[config.mk]
export PLATFORM = sky130hd
export DESIGN_NAME = instr_fetch_unit
export DESIGN_NICKNAME = d
export VERILOG_FILES = /design/src/rtl/instr_fetch_unit.sv
export SDC_FILE = /design/constraint.sdc
export NUM_CORES = 1
export LEC_CHECK = 0
export BUFFER_PORTS_ARGS = -buffer_cell sky130_fd_sc_hd__buf_2
export CAP_MARGIN = 10
export CORE_ASPECT_RATIO = 1.75
export CORE_MARGIN = 2
export CORE_UTILIZATION = 50
export CTS_CLUSTER_SIZE = 24
export DETAILED_ROUTE_END_ITERATION = 8
export PLACE_DENSITY_LB_ADDON = 0.15
export SYNTH_ARGS = -nofsm -noshare
export SYNTH_HDL_FRONTEND = slang
export SYNTH_SLANG_ARGS = --single-unit
[constraint.sdc]
create_clock -name clk_i -period 6.9 [get_ports clk_i]
set_input_delay 1.38 -clock clk_i [delete_from_list [all_inputs] [get_ports clk_i]]
set_output_delay 1.38 -clock clk_i [all_outputs]
set_load 0.02 [all_outputs]
[src/rtl/instr_fetch_unit.sv]
// Fetch stage: owns the PC and presents it to a combinational instruction
// memory. It captures the returned word into the IF/ID register. It also
// handles stall, redirect, the out-of-range halt and a saturating count of
// retired fetches.
//
// Control inputs are level-sampled on every rising clock edge; there is no
// valid/ready handshake. stall_i and redirect_i act in the cycle they are
// high. redirect_i wins over stall_i. Both are ignored in the BOOT cycle.
// instr_i must be the memory word at pc_o in that same cycle.
module instr_fetch_unit #(
  parameter logic [31:0] RESET_PC   = 32'h0000_0000,
  parameter int unsigned IMEM_WORDS = 32
) (
  input  logic        clk_i,
  input  logic        rst_i,
  input  logic        stall_i,
  input  logic        redirect_i,
  input  logic [31:0] redirect_pc_i,
  input  logic [31:0] instr_i,
  output logic [31:0] pc_o,
  output logic [31:0] ifid_pc4_o,
  output logic [31:0] ifid_instr_o,
  output logic        ifid_valid_o,
  output logic        halted_o,
  output logic        misalign_o,
  output logic [31:0] fetch_cnt_o,
  output logic [1:0]  dbg_state_o
);

  typedef enum logic [1:0] {
    ST_BOOT = 2'd0,
    ST_RUN  = 2'd1,
    ST_HALT = 2'd2
  } state_e;

  // The first byte address past the memory. It is one bit wider so that a
  // huge depth cannot wrap.
  localparam logic [32:0] PC_LIMIT = 33'(IMEM_WORDS) << 2;

  state_e      state_q, state_d;
  logic [31:0] pc_q, pc_d;
  logic [31:0] ifid_pc4_q, ifid_pc4_d;
  logic [31:0] ifid_instr_q, ifid_instr_d;
  logic        ifid_valid_q, ifid_valid_d;
  logic        misalign_q, misalign_d;
  logic [31:0] fetch_cnt_q, fetch_cnt_d;

  logic [31:0] redirect_tgt;
  logic [31:0] pc_plus4;
  logic        tgt_in_range;
  logic        seq_in_range;

  // Candidate next PCs and their range checks. A redirect target is
  // word-aligned by dropping its low two bits.
  always_comb begin
    redirect_tgt = {redirect_pc_i[31:2], 2'b00};
    pc_plus4     = pc_q + 32'd4;
    tgt_in_range = ({1'b0, redirect_tgt} < PC_LIMIT);
    seq_in_range = ({1'b0, pc_plus4} < PC_LIMIT);
  end

  // State register plus every datapath flop, all cleared asynchronously.
  always_ff @(posedge clk_i or negedge rst_i) begin
    if (!rst_i) begin
      state_q      <= ST_BOOT;
      pc_q         <= RESET_PC;
      ifid_pc4_q   <= '0;
      ifid_instr_q <= '0;
      ifid_valid_q <= 1'b0;
      misalign_q   <= 1'b0;
      fetch_cnt_q  <= '0;
    end else begin
      state_q      <= state_d;
      pc_q         <= pc_d;
      ifid_pc4_q   <= ifid_pc4_d;
      ifid_instr_q <= ifid_instr_d;
      ifid_valid_q <= ifid_valid_d;
      misalign_q   <= misalign_d;
      fetch_cnt_q  <= fetch_cnt_d;
    end
  end

  // Next-state logic. Any PC leaving the memory range moves to HALT.
  always_comb begin
    state_d = state_q;
    unique case (state_q)
      ST_BOOT: state_d = ST_RUN;
      ST_RUN: begin
        if (redirect_i)   state_d = tgt_in_range ? ST_RUN : ST_HALT;
        else if (!stall_i) state_d = seq_in_range ? ST_RUN : ST_HALT;
      end
      ST_HALT: begin
        if (redirect_i && tgt_in_range) state_d = ST_RUN;
      end
      default: state_d = ST_BOOT;
    endcase
  end

  // Datapath next values. By default everything holds and misalign drops.
  always_comb begin
    pc_d         = pc_q;
    ifid_pc4_d   = ifid_pc4_q;
    ifid_instr_d = ifid_instr_q;
    ifid_valid_d = ifid_valid_q;
    fetch_cnt_d  = fetch_cnt_q;
    misalign_d   = 1'b0;
    unique case (state_q)
      ST_RUN: begin
        if (redirect_i) begin
          pc_d         = redirect_tgt;
          ifid_pc4_d   = '0;
          ifid_instr_d = '0;
          ifid_valid_d = 1'b0;
          misalign_d   = |redirect_pc_i[1:0];
        end else if (!stall_i) begin
          pc_d         = pc_plus4;
          ifid_pc4_d   = pc_plus4;
          ifid_instr_d = instr_i;
          ifid_valid_d = 1'b1;
          if (fetch_cnt_q != 32'hFFFF_FFFF) fetch_cnt_d = fetch_cnt_q + 32'd1;
        end
      end
      ST_HALT: begin
        // The PC only moves when a redirect brings it back into range.
        if (redirect_i) begin
          if (tgt_in_range) pc_d = redirect_tgt;
          ifid_pc4_d   = '0;
          ifid_instr_d = '0;
          ifid_valid_d = 1'b0;
          misalign_d   = |redirect_pc_i[1:0];
        end else if (!stall_i) begin
          ifid_pc4_d   = '0;
          ifid_instr_d = '0;
          ifid_valid_d = 1'b0;
        end
      end
      default: ;
    endcase
  end

  // Outputs: registered values, plus status decoded from the state.
  always_comb begin
    pc_o         = pc_q;
    ifid_pc4_o   = ifid_pc4_q;
    ifid_instr_o = ifid_instr_q;
    ifid_valid_o = ifid_valid_q;
    misalign_o   = misalign_q;
    fetch_cnt_o  = fetch_cnt_q;
    halted_o     = (state_q == ST_HALT);
    dbg_state_o  = state_q;
  end

endmodule

==> flow_summary_export.csv <==
group,metric,value,unit
worst_setup_path,path_cells,"buf_2 -> nor4b_2 -> nand4_1 -> or2_2 -> a22o_1 -> nor2_2 -> buf_8 -> o21ai_0 -> a22oi_1",
clock_network,cts_buffers,17,
finish,mostFrequentLayoutCells,"197 x buf_2, 129 x dfrtp_1, 69 x nand2_1",
routing,wl,19090,µm
worst_setup_path,cp.required,7.22,ns
worst_setup_path,startpoint,"redirect_i",
placed_design,place_area,7607,µm²
timing,rsz0062_at_grt,"no",
status,status,"finished, final reports clean",
pwr,vdd_drop_max,0.0002363,V
clock_network,clock_sinks,129,
clock_network,cts.clk_slew.worst_paths,0.06,ns
timing,slew_headroom,39.00,%
pwr,leakage,3.995,nW
worst_setup_path,path_delay_family,"simple AND/OR/NAND/NOR gates",
clock_network,ctsLongestPathBuffers,2,
timing,drv_slew,0,
synthesis,ys_seq_area_share,48.89,%
synthesis,synthCells,684,
synthesis,yosysWarnings,0,
pwr,power,2.514,mW
synthesis,avgSynthCellArea,9.653,µm²
clock_network,h-tree-depth,4,
routing,first_pass_iters,5,
floorplanning,ioPinCount,201,
timing,setup_tns,0,ns
finish,utilization,63.82,%
finish,antennaDiodeCount,0,
flow_run,max-cap-violations,0,
global_routing,gr-total-overflow,0,
timing,fin_skew,0.01081,ns
clock_network,ctsResizeCount,0,
floorplanning,die-height,156.0,µm
clock_network,cts_setup_buffers,0,
routing,vias,6048,
synthesis,synth.cell_area,6603,µm²
finish,fin_cells,1043,
global_routing,antenna_found_initial,0,
worst_setup_path,critPathSlowestCell,"nor2_2",
pwr,power_density,304.5,nW/µm²
placed_design,dp_slack,2.388,ns
finish,final_nets,933,
synthesis,synth-async-reset-ratio,100.0,%
finish,fill_cells,1198,
floorplanning,row_count,55,
synthesis,ys_seq_elements,129,
clock_network,cts_root_buffer,"clkbuf_16",
placed_design,dp_cells,1009,
worst_setup_path,cp-start-kind,"input pin",
placed_design,routabilityCongestion,0.8958,
timing,hold_slack,0.4668,ns
finish,final_area,8257,µm²
finish,final_common_cell,"buf_2",
routing,route.detailed.drc,0,
timing,max_slew.worst_pin.slew,0.9150,ns
clock_network,clk-insertion-delay-late,0.41,ns
global_routing,grt_pass1_vias,6050,
worst_setup_path,path_class,"input pin to flip-flop",
timing,clock.fmax,0.2881,GHz
floorplanning,die_area,14180,µm²
clock_network,cts_tree,"built",
synthesis,synth_edf_count,0,
worst_setup_path,cp_max_fo,20,
timing,layout_worst_path_cycle_share,50.30,%
synthesis,synth_ff_type,"dfrtp_1",
synthesis,synth_cell_types,59,
worst_setup_path,cp_num_buf_inv,2,
finish,area_delta_synth_final,25.05,%
timing,hold_viol_final,0,
floorplanning,die_w,90.87,µm
finish,drive_above_1_share,29.47,%
timing,finalSetupViolCount,0,
placed_design,dp_hpwl,14100,µm
clock_network,ctsHoldBuffers,0,
worst_setup_path,crit_arrival,3.79,ns
routing,vias_per_cell,5.799,
global_routing,grt_pass1_wl,30910,µm
timing,fin_ws,3.429,ns
floorplanning,start_util,51.03,%
routing,ant_nets,0,
timing,min_period,3.471,ns
placed_design,portBuffers,198,
floorplanning,core_area,12940,µm²
min_path,hold_start,"ifid_valid_o",
worst_setup_path,cp_slowest_stage_delay,0.44,ns
routing,wl_per_cell,18.30,µm
global_routing,grt_max_degree,73,
worst_setup_path,end_kind,"flip-flop",
routing,drt_iter0_drc,240,
min_path,hp-class,"flip-flop to flip-flop",
global_routing,groute.usage.overall,27.48,%
worst_setup_path,r2r-start,"pc_o[2]",
-- worst min-delay path: stages (launching register included) --
cell,delay [ns]
dfrtp_1,0.33
nand2_1,0.05
nand2_1,0.05
-- synth_stat cells, drive strengths merged (4+ instances only) --
cell type / number / area, µm²
o22ai: 6 / 37.54
and4: 12 / 106.4
nor3: 9 / 45.04
a22oi: 5 / 37.54
buf: 25 / 151.4
a31oi: 4 / 25.02
inv: 8 / 30.03
nand4: 23 / 165.2
dfrtp: 129 / 3228
o21ai: 61 / 305.3
nor2: 50 / 192.7
and3: 11 / 68.82
nor4: 14 / 118.9
ha: 6 / 75.07
xnor2: 43 / 376.6
clkbuf: 24 / 90.09
and2: 13 / 81.33
nand3: 36 / 185.2
or3: 5 / 31.28
a22o: 38 / 332.8
a21oi: 36 / 180.2
xor2: 12 / 105.1
nand2: 69 / 259.0
-- sequential cells by signal, indices dropped and copies added (netlist names) --
name and count:
ifid_instr_o 32, dbg_state_o 2, ifid_pc4_o 31, fetch_cnt_o 32
misalign_o 1, ifid_valid_o 1, pc_o 30
-- layout make-up --
class                           instances  area (µm²)  share of cell area [%]
Clock buffer                           19       442.9                   5.364
Clock inverter                         13       176.4                   2.137
Inverter                                8       30.03                  0.3637
Multi-Input combinational cell        499        3112                   37.69
Sequential cell                       129        3228                   39.10
Tap cell                              171       214.0                   2.591
Timing Repair Buffer                  204        1054                   12.76
-- metal layers --
layer / vias up / global-route usage [%] / wire length, µm
met5: - / 0 / 0
met4: 0 / 13.42 / 728
met3: 47 / 4.831 / 991
met2: 265 / 49.29 / 10090
met1: 2913 / 31.48 / 7278
li1: 2823 / - / -
-- kinds of logic after synthesis --
family | after synthesis | synth area share [%]
adders and majority gates | 6 | 1.137
and+or+nand+nor | 258 | 20.81
other | 1 | 0.05680
buffers and inverters | 57 | 4.112
AOI/OAI and AO/OA | 174 | 17.06
DFF | 129 | 48.89
xor gates and xnor gates | 55 | 7.296
muxes | 4 | 0.6443
-- report_power, final --
group | internal (mW) | leakage [nW] | switching [mW]
clock network | 0.585 | 0.293 | 0.346
logic | 0.214 | 1.98 | 0.333
registers | 0.835 | 1.72 | 0.201
total | 1.63 | 4.00 | 0.880
-- final timing paths --
| path | to | slack [ns] | cells after the start |
|---|---|---|---|
| setup reg to reg | dbg_state_o[0] | 4.05 | 8 |
| max in group asynchronous | pc_o[28] | 4.46 | 2 |
| hold reg to reg | ifid_valid_o | 0.47 | 2 |
| min in group asynchronous | ifid_instr_o[5] | 1.02 | 1 |
| hold / removal | ifid_valid_o | 0.47 | 2 |
| setup / recovery | pc_o[20] | 3.43 | 9 |
No activity file was read; power rests on OpenSTA's default activity.
